### config.mk
export PLATFORM = sky130hd
export DESIGN_NAME = eb_lane_serializer
export DESIGN_NICKNAME = d
export VERILOG_FILES = /design/src/rtl/eb_lane_serializer.sv
export SDC_FILE = /design/constraint.sdc
export NUM_CORES = 1
export LEC_CHECK = 0
export CAP_MARGIN = 15
export CORE_MARGIN = 4
export CORE_UTILIZATION = 42
export CTS_CLUSTER_DIAMETER = 100
export DETAILED_ROUTE_END_ITERATION = 7
export GPL_ROUTABILITY_DRIVEN = 0
export HOLD_SLACK_MARGIN = 0.02
export PLACE_DENSITY = 0.76
export SLEW_MARGIN = 10
export SYNTH_ARGS = -nofsm -noshare
export SYNTH_HDL_FRONTEND = slang
export SYNTH_SLANG_ARGS = --single-unit
### constraint.sdc
create_clock -name clk -period 3.2 [get_ports clk]
set_input_delay 0.8 -clock clk [delete_from_list [all_inputs] [get_ports clk]]
set_output_delay 0.8 -clock clk [all_outputs]
set_load 0.01 [all_outputs]
### src/rtl/eb_lane_serializer.sv
// Wide-word to single-lane serializer with a valid/ready handshake on both sides.
// Optional last_out marker is enabled by defining SER_LAST_EN.
module eb_lane_serializer #(
    parameter int DATA_WIDTH = 16,
    parameter int LANES      = 4,
    parameter int LSB_FIRST  = 1,
    localparam int CNT_W     = $clog2(LANES + 1)
) (
    input  logic                          clk,
    input  logic                          rst_n,
    input  logic                          valid_in,
    output logic                          ready_out,
    input  logic [LANES*DATA_WIDTH-1:0]   data_in,
    input  logic [CNT_W-1:0]              count_in,
    output logic                          valid_out,
    input  logic                          ready_in,
    output logic [DATA_WIDTH-1:0]         data_out,
    output logic [CNT_W-1:0]              idx_out
`ifdef SER_LAST_EN
    ,
    output logic                          last_out
`endif
);

    typedef enum logic {
        IDLE   = 1'b0,
        SERIAL = 1'b1
    } state_t;

    state_t                state_q, state_d;
    logic [CNT_W-1:0]      rem_q, rem_d;
    logic [CNT_W-1:0]      idx_q, idx_d;
    logic [CNT_W-1:0]      eff_cnt;
    logic [CNT_W-1:0]      sel_lane;
    logic [DATA_WIDTH-1:0] lane_q [LANES];
    logic                  accept;
    logic                  elem_hs;
    logic                  load;

    always_comb begin
        eff_cnt = count_in;
        if (count_in > CNT_W'(LANES)) eff_cnt = CNT_W'(LANES);
    end

    // ready_in reaches ready_out combinationally so a new word loads on the last beat.
    assign ready_out = (state_q == IDLE) | ((rem_q == CNT_W'(1)) & ready_in);
    assign valid_out = (state_q == SERIAL);
    assign accept    = valid_in & ready_out;
    assign elem_hs   = valid_out & ready_in;
    assign load      = accept & (eff_cnt != '0);
    assign idx_out   = idx_q;

    always_comb begin
        state_d = state_q;
        rem_d   = rem_q;
        idx_d   = idx_q;
        if (elem_hs) begin
            rem_d = rem_q - CNT_W'(1);
            idx_d = idx_q + CNT_W'(1);
            if (rem_q == CNT_W'(1)) begin
                state_d = IDLE;
                idx_d   = '0;
            end
        end
        // A zero-count word is consumed here without ever reaching SERIAL.
        if (load) begin
            state_d = SERIAL;
            rem_d   = eff_cnt;
            idx_d   = '0;
        end
    end

    always_ff @(posedge clk or negedge rst_n) begin
        if (!rst_n) begin
            state_q <= IDLE;
            rem_q   <= '0;
            idx_q   <= '0;
        end else begin
            state_q <= state_d;
            rem_q   <= rem_d;
            idx_q   <= idx_d;
        end
    end

    always_ff @(posedge clk) begin
        if (load) begin
            for (int i = 0; i < LANES; i++) begin
                lane_q[i] <= data_in[i*DATA_WIDTH +: DATA_WIDTH];
            end
        end
    end

    always_comb begin
        sel_lane = idx_q;
        if (LSB_FIRST == 0) sel_lane = CNT_W'(LANES - 1) - idx_q;
    end

    always_comb begin
        data_out = '0;
        for (int i = 0; i < LANES; i++) begin
            if (sel_lane == CNT_W'(i)) data_out = lane_q[i];
        end
    end

`ifdef SER_LAST_EN
    assign last_out = valid_out & (rem_q == CNT_W'(1));
`endif

endmodule

# Word-level counts from Yosys, hierarchy flattened
# Memory sizes are Yosys's and may differ from the RTL's.
# Index checks and enable logic that the tools add are counted.
[op_classes]
n_eq_ne = 4
order_cmp = 1
muxes = 15
bitwise = 6
addsub = 2
reduce_logical = 5
[op_table]
columns = ["cell", "count"]
rows = [
  ["$mux W16", 4],
  ["$mux W3", 6],
  ["$eq A3 B1 Y1 const B", 2],
  ["$eq A3 B2 Y1 const B", 2],
  ["$mux W1", 5],
  ["$and A1 B1 Y1", 4],
  ["$reduce_bool A2 Y1", 2],
  ["$add A3 B1 Y3 const B", 1],
  ["$gt A3 B3 Y1 const B", 1],
  ["$logic_not A3 Y1", 1],
  ["$reduce_bool A3 Y1", 1],
  ["$sub A3 B1 Y3 const B", 1],
  ["$reduce_and A2 Y1", 1],
  ["$not A1 Y1", 1],
  ["$or A1 B1 Y1", 1],
]
[totals]
reg_bits = 7
in_bits = 71
mem_bits_rw = 64
n_memories = 1
[memory_table]
columns = ["name", "words", "word_bits", "rd", "rd_clocked_by_memory_dff", "write_ports", "line_no", "source"]
rows = [
  ["lane_q", 4, 16, 4, 0, 4, "35", "logic [DATA_WIDTH-1:0] lane_q [LANES];"],
]

# Longest topological paths before layout
# Gate-level depths: netlist of run 1.
[depth]
word_depth = 7
depth_mapped = 7
mapped_depth_nobuf = 5

# Worst setup path before layout of run 1
# Ideal clock, no wire load.
[synth_path]
path_type = "input to register"
startpoint = "in ready_in"
endpoint = "reg rem_q[2]"
path_stages = 3
required_ps = 3073
arrival_time_ps = 3102
setup_slack_ps = -29
setup_time_ps = 127
cell_sequence = "nand3b_4 -> a21oi_2 -> mux2_4"
[synth_between]
elab_chain_len = 5
elab_cells_between_ends = 7
classes_between = "mux (1); bitwise (5); reduce/logical (1)"
[synth_rtl]
columns = ["element", "line_no", "source"]
rows = [
  ["from (decl)", "16", "input logic ready_in,"],
  ["$and A1 B1 Y1 (*)", "46", "assign ready_out = (state_q == IDLE) | ((rem_q == CNT_W'(1)) & ready_in);"],
  ["$or A1 B1 Y1 (*)", "46", ""],
  ["$and A1 B1 Y1 (*)", "48", "assign accept = valid_in & ready_out;"],
  ["$and A1 B1 Y1 (*)", "50", "assign load = accept & (eff_cnt != '0);"],
  ["named net load", "38", "logic load;"],
  ["$mux W3 or $reduce_bool A2 Y1 (tied branches)", "n/a", ""],
  ["to (signal assigned)", "80", "rem_q <= rem_d;"],
  ["to (decl)", "31", "logic [CNT_W-1:0] rem_q, rem_d;"],
]
# Mark *: on every way through the listed nets, which the timed path passes. The rest lies on a longest branch.
# A chain may end at the register's enable or synchronous reset.

# Worst setup path after layout of run 1
[layout_path]
startpoint = "reg idx_q[0] (netlist: idx_out[0])"
endpoint = "out data_out[11]"
[layout_between]
elab_chain_len = 5
elab_cells_between_ends = 8
classes_between = "eq/ne (3); mux (4); reduce/logical (1)"
[layout_rtl]
columns = ["element", "line_no", "source"]
rows = [
  ["from (decl)", "32", "logic [CNT_W-1:0] idx_q, idx_d;"],
  ["from (signal assigned)", "81", "idx_q <= idx_d;"],
  ["$logic_not A3 Y1", "101", "if (sel_lane == CNT_W'(i)) data_out = lane_q[i];"],
  ["$mux W16 (3 in a row)", "101", ""],
  ["$mux W16 (*)", "101", ""],
  ["to (decl)", "17", "output logic [DATA_WIDTH-1:0] data_out,"],
]
# Mark *: on every way between the ends. The rest lies on a longest branch, timed or not.

==> qor.csv, run 1 <==
stage;metric;value;unit
run;Max Cap Viol;0;
synth;post-synthesis register bit count;71;
worst_setup_path;Worst EP arrival;2270;ps
routing;via/cell ratio;4.98;
layout;Nets;379;
place;Placement Setup Slack;282;ps
synth;number of library cell types mapped by synthesis;24;
layout;commonest cells after routing, fill and taps aside;clkdlybuf4s50_1 (91), edfxtp_1 (64), nand2_1 (21);
grt;largest net degree at the start of global routing;68;
place;PortBufs;91;
worst_setup_path;CP max FO;24;
layout;fill cell count;519;
cts;CTS clk-pin slew, worst paths;70;ps
power;worst vdd ir;350;uV
die;die span in y;91.7;um
grt;initial antenna violation count;0;
cts;worst skew pair latency;340;ps
place;placed cells;384;
timing;final hold violation count;0;
worst_setup_path;Cell Chain, Critical Path;inv_1 > ha_1 > buf_4 > a21oi_1 > o21ai_1 > a32o_1 > clkdlybuf4s50_1;
place;hpwl dp;4320;um
worst_setup_path;worst reg2reg path endpoint;rem_q[2];
grt;grt ovf;0;
timing;setup skew after layout;5.93;ps
timing;min Tclk post-route;3070;ps
routing;WL/cell;15.9;um
grt;first-pass GRT wire length;9890;um
worst_setup_path;Req. time, crit path;2400;ps
timing;hold slack;577;ps
die;I/O pin total;92;
cts;Num CTS Buffers;9;
layout;fin cells;401;
power;Power Density;832;mW/mm2
routing;DR vias;1995;
run_status;status;finished, final reports clean;
grt;vias in the first global route;2016;
timing;worst-margin pin slew;361;ps
routing;Total Wirelength;6370;um
worst_setup_path;R2R depth;6;
synth;post-synthesis sequential area ratio;71.3;%
routing;First-pass DRT Iterations;4;
min_path;Hold Startpoint;idx_out[0];
routing;DRC violations left;0;
timing;final setup fails;0;
layout;commonest non-fill, non-tap cell in the layout;clkdlybuf4s50_1;
routing;Final ANT Viol Nets;0;
power;Lkg Pwr;0.00143;uW
cts;TritonCTS clock tree;built;
cts;H-tree depth;3;
worst_setup_path;R2R Setup Slk;1460;ps
synth;synthesized area;0.00294;mm2
layout;area grow syn2layout;42.9;%
synth;area leader, netlist;edfxtp_1;
synth;largest cells by area after synthesis;edfxtp_1 (65%), dfrtp_1 (6.0%), a32o_1 (5.4%);
die;Initial Utilization;43.3;%
min_path;hold-critical path depth;1;
layout;post-layout util;61.9;%
worst_setup_path;crit start category;flip-flop;
routing;Iteration-0 DRC Markers;84;
die;die area;0.00841;mm2
synth;syn_nets;278;
cts;clock sink total;71;
timing;final worst-path cycle share;95.8;%
worst_setup_path;worst reg2reg startpoint;rem_q[1];
layout;share of layout cells above drive strength 1;10.5;%
timing;Max-slew headroom;76.0;%
grt;GRT Resource Usage Total;15.6;%
timing;final setup margin;135;ps
worst_setup_path;Crit path largest cell delay;480;ps
min_path;hold endpoint;idx_out[0];
worst_setup_path;kind of end point of the critical path;primary output;
worst_setup_path;Top delay family on crit path;buffers and inverters;
layout;# diodes;0;
worst_setup_path;CP max stage cell;clkdlybuf4s50_1;
synth;cell count after synthesis;200;
timing;fmax;326;MHz
timing;Final Max Tran Viols;0;
min_path;hold crit path type;reg -> reg;
die;Site Rows;30;
cts;# hold bufs at CTS;0;
cts;Root Buffer;clkbuf_8;
cts;Max Root-Sink Buffers;2;
worst_setup_path;kind of critical path;reg -> out;
synth;Synth Warn #;0;
worst_setup_path;Buf/Inv on CP;3;
die;core area;0.00679;mm2
die;die width;91.7;um
synth;Yosys top cell area share;65.3;%
synth;Syn Area/Cell;14.7;um2
## logic make-up (layout without fill, tap and decap cells)
family / Yosys count / in the layout / synth area share [%]
flip-flops: 71 / 71 / 71.3
AO/OA/AOI/OAI: 54 / 54 / 12.8
AND/OR/NAND/NOR: 44 / 44 / 8.08
buffers and inverters: 18 / 123 / 2.68
adder cells (fa/ha/maj): 7 / 7 / 2.98
multiplexers: 4 / 4 / 1.57
XOR/XNOR: 2 / 2 / 0.596
## where the power goes
| group | switching, uW | internal [uW] | leakage, uW |
|---|---|---|---|
| registers | 67.8 | 1180 | 0.000663 |
| clock network | 329 | 272 | 0.0000708 |
| logic | 763 | 891 | 0.000701 |
## worst reg2reg max path: cells and delay by family, from the launching register on
| family | cells | cell delay, ps |
|---|---|---|
| buf+inv | 2 | 410 |
| flops | 1 | 360 |
| mux | 1 | 340 |
| fa+ha+maj | 1 | 220 |
| compound gates | 1 | 180 |
| simple gates | 1 | 110 |
## worst max-delay path by stage
stage,start,to,slack [ps],cells past startpoint
2_1_floorplan,ready_in,rem_q[2],670,3
3_3_place_gp,ready_in,ready_out,310,4
3_5_place_dp,idx_out[0],data_out[11],280,5
4_1_cts,idx_out[1],data_out[4],50,7
5_1_grt,idx_out[1],data_out[4],-10,7
6_report,idx_out[0],data_out[11],130,7
## metal layers
metal,GRT usage (%),vias to the layer above,part of all wire (%)
met5,0,-,0
met4,7.30,0,1.8
met3,4.35,13,6.4
met2,25.8,72,49
met1,18.8,959,43
li1,-,951,-
## state kept, by name (all words and copies together) (netlist names)
| name | cells |
|---|---|
| rem_q | 3 |
| idx_out | 3 |
| lane_q | 64 |
| valid_out | 1 |
## stage by stage
| step | instance area (um2) | total power, uW | setup TNS (ps) |
|---|---|---|---|
| detailed placement | 4000 | 2870 | 0 |
| CTS | 4190 | 3540 | 0 |
| finish | 4200 | 3500 | 0 |
| floorplan | 2950 | 2130 | 0 |
| global placement | 4000 | 2850 | 0 |
| global route | 4200 | 3730 | -10.1 |
## synth_stat cells (all sizes together)
cell	count
nand3	1
nand3b	1
nand2	22
mux2	2
a32o	16
a21o	1
clkbuf	2
o21ai	16
buf	9
o22ai	3
o31ai	1
ha	7
mux2i	2
xnor2	2
edfxtp	64
inv	7
a21oi	17
dfrtp	7
nor2	2
nand2b	18
## cell type report
| cell class | instances | area (um2) | share of cell area, % |
|---|---|---|---|
| flip-flops and latches | 71 | 2100 | 49.9 |
| repair buffers | 101 | 1010 | 24.0 |
| clock inverters | 6 | 38.8 | 0.923 |
| well taps | 96 | 120 | 2.86 |
| inverters | 7 | 26.3 | 0.625 |
| multi-input cells | 111 | 786 | 18.7 |
| clock buffers | 9 | 124 | 2.95 |
## what timing repair did
item | 4_1_cts | 5_1_grt
setup endpoints to repair | 16 | 13
pin swaps | 1 | 0
setup buffers | 2 | 0
hold endpoints to repair | 0 | 0
gates resized for setup | 1 | 2
Note: power is estimated with default switching activity, not from simulation.
==> inputs of run 2 (changes only) <==
--- a/config.mk
+++ b/config.mk
@@ -8,11 +8,13 @@
 export CAP_MARGIN = 15
 export CORE_MARGIN = 4
 export CORE_UTILIZATION = 42
-export CTS_CLUSTER_DIAMETER = 100
+export CTS_CLUSTER_DIAMETER = 30
+export CTS_CLUSTER_SIZE = 25
 export DETAILED_ROUTE_END_ITERATION = 7
 export GPL_ROUTABILITY_DRIVEN = 0
 export HOLD_SLACK_MARGIN = 0.02
 export PLACE_DENSITY = 0.76
+export RECOVER_POWER = 25
 export SLEW_MARGIN = 10
 export SYNTH_ARGS = -nofsm -noshare
 export SYNTH_HDL_FRONTEND = slang
==> run 2 against run 1 <==
Power shrank 0.21%. Sequential share of layout area about the same. Utilization is essentially flat. Largest power group unchanged. Global-route usage unchanged. Combinational power barely moved. Count of clock-buffer cells in the layout stayed put. Sequential cell count stayed put. Via count shrank 0.45%. Critical endpoint unchanged. Clock power is essentially flat. Clock skew hardly changed. Die area is the same. Cell count up 0.25%.
==> qor.csv, run 2 (synthesized netlist as in run 1, its figures left out) <==
stage;metric;value;unit;change
run_status;status;finished, final reports clean;;
power;Tot Pwr;3490;uW;-0.21%
worst_setup_path;crit start category;flip-flop;;
power;sw frac;33.3;%;+0.099 points
die;die span in y;91.7;um;unchanged
layout;largest reg by FF count;lane_q;;
die;die area;0.00841;mm2;unchanged
timing;final setup fails;0;;unchanged
power;Power Density;830;mW/mm2;-0.27%
routing;Iteration-0 DRC Markers;78;;-7.1%
place;Placement Setup Slack;282;ps;unchanged
die;die width;91.7;um;unchanged
place;PortBufs;91;;unchanged
power;NetSw;1160;uW;about the same
power;Cell Int Power;2330;uW;-0.36%
layout;post-layout util;61.9;%;about the same
worst_setup_path;Req. time, crit path;2400;ps;about the same
timing;setup skew after layout;5.74;ps;-0.190 ps
cts;TritonCTS clock tree;built;;
worst_setup_path;CP max FO;24;;unchanged
cts;Root Buffer;clkbuf_8;;
routing;via/cell ratio;4.94;;-0.70%
timing;hold slack;577;ps;+0.0710 ps
worst_setup_path;Cell Chain, Critical Path;inv_1 > ha_1 > buf_4 > a21oi_1 > o21ai_1 > a32o_1 > clkdlybuf4s50_1;;
power;Clk pwr share;17.3;%;about the same
worst_setup_path;R2R Setup Slk;1460;ps;about the same
worst_setup_path;Crit path largest cell delay;480;ps;about the same
timing;final worst-path cycle share;95.8;%;about the same
routing;total length of routed met2 wires;3130;um;-0.29%
die;Site Rows;30;;unchanged
routing;First-pass DRT Iterations;4;;unchanged
die;I/O pin total;92;;unchanged
cts;worst skew pair latency;340;ps;about the same
routing;DR vias;1986;;-0.45%
cts;Max Root-Sink Buffers;2;;unchanged
worst_setup_path;CP max stage cell;clkdlybuf4s50_1;;
grt;grt ovf;0;;unchanged
layout;area grow syn2layout;43.0;%;about the same
worst_setup_path;Buf/Inv on CP;3;;unchanged
run;Max Cap Viol;0;;unchanged
cts;# hold bufs at CTS;0;;unchanged
cts;CTS clk-pin slew, worst paths;70;ps;about the same
timing;final setup margin;135;ps;+0.264 ps
routing;Final ANT Viol Nets;0;;unchanged
worst_setup_path;kind of end point of the critical path;primary output;;
grt;initial antenna violation count;0;;unchanged
power;combinational fraction of design power;47.1;%;-0.2 points
timing;fmax;326;MHz;about the same
grt;vias in the first global route;2016;;unchanged
power;worst vdd ir;350;uV;about the same
cts;Num CTS Buffers;9;;unchanged
min_path;hold-critical path depth;1;;unchanged
layout;max reg flops;64;;unchanged
place;hpwl dp;4320;um;unchanged
place;placed inst area;0.00400;mm2;unchanged
min_path;hold crit path type;reg -> reg;;
worst_setup_path;R2R depth;6;;unchanged
worst_setup_path;Worst EP arrival;2260;ps;about the same
routing;top sig layer;met4;;
routing;routed wl met3;472;um;+16%
die;core area;0.00679;mm2;unchanged
worst_setup_path;Top delay family on crit path;buffers and inverters;;
routing;Total Wirelength;6370;um;about the same
layout;Nets;379;;unchanged
power;Lkg Pwr;0.00144;uW;+0.63%
worst_setup_path;kind of critical path;reg -> out;;
timing;final hold violation count;0;;unchanged
grt;GRT Resource Usage Total;15.6;%;unchanged
cts;H-tree depth;3;;unchanged
layout;Final Cell Area;0.00421;mm2;about the same
grt;first-pass GRT wire length;9890;um;unchanged
grt;largest net degree at the start of global routing;68;;unchanged
worst_setup_path;WP depth;7;;unchanged
layout;commonest cells after routing, fill and taps aside;edfxtp_1 (64), clkdlybuf4s50_1 (57), dlygate4sd3_1 (34);;
layout;share of layout cells above drive strength 1;10.5;%;unchanged
power;Reg power frac;35.6;%;about the same
timing;worst-margin pin slew;359;ps;-1.34 ps
layout;commonest non-fill, non-tap cell in the layout;edfxtp_1;;
routing;WL/cell;15.8;um;-0.28%
routing;DRC violations left;0;;unchanged
cts;clock sink total;71;;unchanged
routing;sum of routed wire segments on met1;2660;um;-1.8%
timing;Max-slew headroom;76.1;%;+0.089 points
timing;min Tclk post-route;3060;ps;-0.264 ps
die;Initial Utilization;43.3;%;unchanged
timing;Final Max Tran Viols;0;;unchanged
run 2: changes by cell type in the layout (fill, tap and decap cells not counted):
cell | previous run | this run
dlygate4sd3_1 | 0 | 34
diode_2 | 0 | 1
clkdlybuf4s50_1 | 91 | 57
run 2: power by group through the flow:
stage | clock network (uW) | logic, uW | registers [uW]
after global placement | 0 | 1600 | 1250
after CTS | 618 | 1680 | 1240
after floorplan | 0 | 869 | 1260
final | 603 | 1650 | 1240
after detailed placement | 0 | 1610 | 1260
after global routing | 668 | 1800 | 1260
run 2: final timing paths:
path                       startpoint           end
max                        idx_out[0]  data_out[11]
min                        idx_out[0]    idx_out[0]
max reg2reg                  rem_q[1]      rem_q[2]
min reg2reg                idx_out[0]    idx_out[0]
max in group asynchronous       rst_n    idx_out[0]
min in group asynchronous       rst_n      rem_q[1]
run 2: metrics by stage:
stage	cells	TNS, ps
5_1_grt	401	-10.1
2_1_floorplan	200	0
3_3_place_gp	384	0
3_5_place_dp	384	0
4_1_cts	401	0
6_report	402	0
run 2: area by class of cell:
type                    count  area [um2]
diodes                      1        2.50
clock buffers               9         124
clock inverters             6        38.8
fillers                   519        2590
inverters                   7        26.3
multi-input cells         111         786
flip-flops and latches     71        2100
well taps                  96         120
repair buffers            101        1010
run 2: layer usage:
layer / vias to the layer above / GRT usage [%]
met5: - / 0
met4: 0 / 7.30
met1: 946 / 18.8
met2: 75 / 25.8
li1: 952 / -
met3: 13 / 4.35
run 2: repair_timing:
action,CTS,global route
setup endpoints to repair,16,13
buffers inserted,2,0
gates resized for setup,1,2
pin swaps,1,0
==> inputs of run 3 (changes only) <==
--- a/config.mk
+++ b/config.mk
@@ -13,9 +13,9 @@
 export DETAILED_ROUTE_END_ITERATION = 7
 export GPL_ROUTABILITY_DRIVEN = 0
 export HOLD_SLACK_MARGIN = 0.02
+export MAX_ROUTING_LAYER = met4
 export PLACE_DENSITY = 0.76
 export RECOVER_POWER = 25
-export SLEW_MARGIN = 10
 export SYNTH_ARGS = -nofsm -noshare
 export SYNTH_HDL_FRONTEND = slang
 export SYNTH_SLANG_ARGS = --single-unit
==> run 3 against run 2 <==
First-iteration DRC count grew 14%. Die area is the same. Count of clock-buffer cells in the layout is the same. Clock power is essentially flat. Wire length is essentially flat. Sequential cell count is the same. Utilization is the same. Final area is the same. Setup slack lost 0.76 ps. Power is essentially flat. Via count shrank 1.1%. Critical endpoint unchanged. Largest power group unchanged.
==> qor.csv, run 3 (synthesized netlist as in run 1, its figures left out) <==
stage;metric;value;unit;change
worst_setup_path;Req. time, crit path;2400;ps;about the same
timing;min Tclk post-route;3070;ps;+0.764 ps
run;Max Cap Viol;0;;unchanged
grt;GRT Resource Usage Total;16.0;%;+0.42 points
timing;hold slack;578;ps;+0.537 ps
worst_setup_path;CP max FO;24;;unchanged
grt;initial antenna violation count;0;;unchanged
worst_setup_path;R2R depth;6;;unchanged
place;hpwl dp;4320;um;unchanged
cts;CTS clk-pin slew, worst paths;70;ps;about the same
grt;largest net degree at the start of global routing;68;;unchanged
routing;Iteration-0 DRC Markers;89;;+14%
grt;vias in the first global route;2032;;+0.79%
grt;first-pass GRT wire length;9890;um;unchanged
die;die width;91.7;um;unchanged
layout;share of layout cells above drive strength 1;10.5;%;unchanged
power;Tot Pwr;3490;uW;about the same
routing;First-pass DRT Iterations;4;;unchanged
layout;largest reg by FF count;lane_q;;
min_path;hold endpoint;idx_out[0];;
die;Site Rows;30;;unchanged
power;Power Density;830;mW/mm2;about the same
timing;final hold violation count;0;;unchanged
power;Cell Int Power;2330;uW;about the same
routing;via/cell ratio;4.89;;-1.1%
die;core area;0.00679;mm2;unchanged
place;PortBufs;91;;unchanged
power;Reg power frac;35.6;%;about the same
cts;Num CTS Buffers;9;;unchanged
die;Initial Utilization;43.3;%;unchanged
cts;TritonCTS clock tree;built;;
die;I/O pin total;92;;unchanged
layout;post-layout util;61.9;%;unchanged
run_status;status;finished, final reports clean;;
layout;Final Cell Area;0.00421;mm2;unchanged
routing;DR vias;1964;;-1.1%
min_path;hold-critical path depth;1;;unchanged
power;Lkg Pwr;0.00144;uW;unchanged
grt;grt ovf;0;;unchanged
timing;setup skew after layout;6.30;ps;+0.557 ps
routing;Final ANT Viol Nets;0;;unchanged
worst_setup_path;Worst EP arrival;2270;ps;about the same
cts;Max Root-Sink Buffers;2;;unchanged
die;die area;0.00841;mm2;unchanged
routing;DRC violations left;0;;unchanged
worst_setup_path;kind of end point of the critical path;primary output;;
timing;fmax;326;MHz;about the same
worst_setup_path;worst reg2reg startpoint;rem_q[1];;
worst_setup_path;kind of critical path;reg -> out;;
worst_setup_path;R2R Setup Slk;1470;ps;about the same
min_path;hold crit path type;reg -> reg;;
timing;final worst-path cycle share;95.8;%;about the same
power;sw frac;33.3;%;about the same
place;placed inst area;0.00400;mm2;unchanged
worst_setup_path;CP startpoint;idx_out[0];;
cts;# hold bufs at CTS;0;;unchanged
layout;fill cell count;519;;unchanged
routing;WL/cell;15.8;um;about the same
worst_setup_path;crit start category;flip-flop;;
worst_setup_path;worst reg2reg path endpoint;rem_q[2];;
die;die span in y;91.7;um;unchanged
power;NetSw;1160;uW;about the same
cts;Root Buffer;clkbuf_8;;
layout;Reg area;0.00210;mm2;unchanged
power;combinational fraction of design power;47.2;%;about the same
layout;Nets;379;;unchanged
power;worst vdd ir;352;uV;+0.43%
routing;Total Wirelength;6370;um;about the same
layout;multi-input logic area;786;um2;unchanged
layout;commonest cells after routing, fill and taps aside;edfxtp_1 (64), clkdlybuf4s50_1 (57), dlygate4sd3_1 (34);;
layout;area grow syn2layout;43.0;%;unchanged
timing;Max-slew headroom;76.0;%;about the same
power;Clk pwr share;17.2;%;about the same
timing;worst-margin pin slew;360;ps;+0.562 ps
cts;worst skew pair latency;340;ps;about the same
layout;commonest non-fill, non-tap cell in the layout;edfxtp_1;;
cts;clock sink total;71;;unchanged
min_path;Hold Startpoint;idx_out[0];;
timing;final setup fails;0;;unchanged
cts;H-tree depth;3;;unchanged
layout;max reg flops;64;;unchanged
timing;Final Max Tran Viols;0;;unchanged
-- run 3: worst max path at each step --
stage | slack (ps) | end
2_1_floorplan | 670 | rem_q[2]
3_3_place_gp | 310 | ready_out
3_5_place_dp | 280 | data_out[11]
4_1_cts | 50 | data_out[4]
5_1_grt | -8 | data_out[4]
6_report | 130 | data_out[11]
-- run 3: metal layers --
layer	global-route usage [%]	part of all wire, %	up-vias
met1	18.9	43	928
met3	4.18	6.3	8
li1	-	-	953
met2	25.7	49	75
met4	7.30	1.2	0
met5	-	0	-
-- run 3: worst max-delay path, stage by stage, from the launching register on --
cell	delay, ps
dfrtp_2	430
inv_1	90
ha_1	220
buf_4	220
a21oi_1	140
o21ai_1	80
a32o_1	260
clkdlybuf4s50_1	480
-- run 3: layout make-up --
class	count	share of cell area (%)
diodes	1	0.0595
clock buffers	9	2.94
well taps	96	2.86
flip-flops and latches	71	49.9
repair buffers	101	24.0
inverters	7	0.625
multi-input cells	111	18.7
clock inverters	6	0.922
-- run 3: what timing repair did --
item,in CTS,in global routing
pin swaps,1,0
setup buffers,2,0
setup endpoints to repair,16,13
resized for setup,1,2
-- run 3: through the flow --
stage | TNS (ps) | setup slack, ps | std cells
detailed placement | 0 | 282 | 384
global placement | 0 | 314 | 384
floorplan | 0 | 668 | 200
global route | -7.70 | -7.70 | 401
CTS | 0 | 46.4 | 401
finish | 0 | 134 | 402
-- run 3: power by group through the flow --
stage,combinational (uW),sequential (uW),clock [uW]
finish,1650,1240,602
global route,1800,1260,668
global placement,1600,1250,0
floorplan,869,1260,0
CTS,1680,1240,618
detailed placement,1610,1260,0
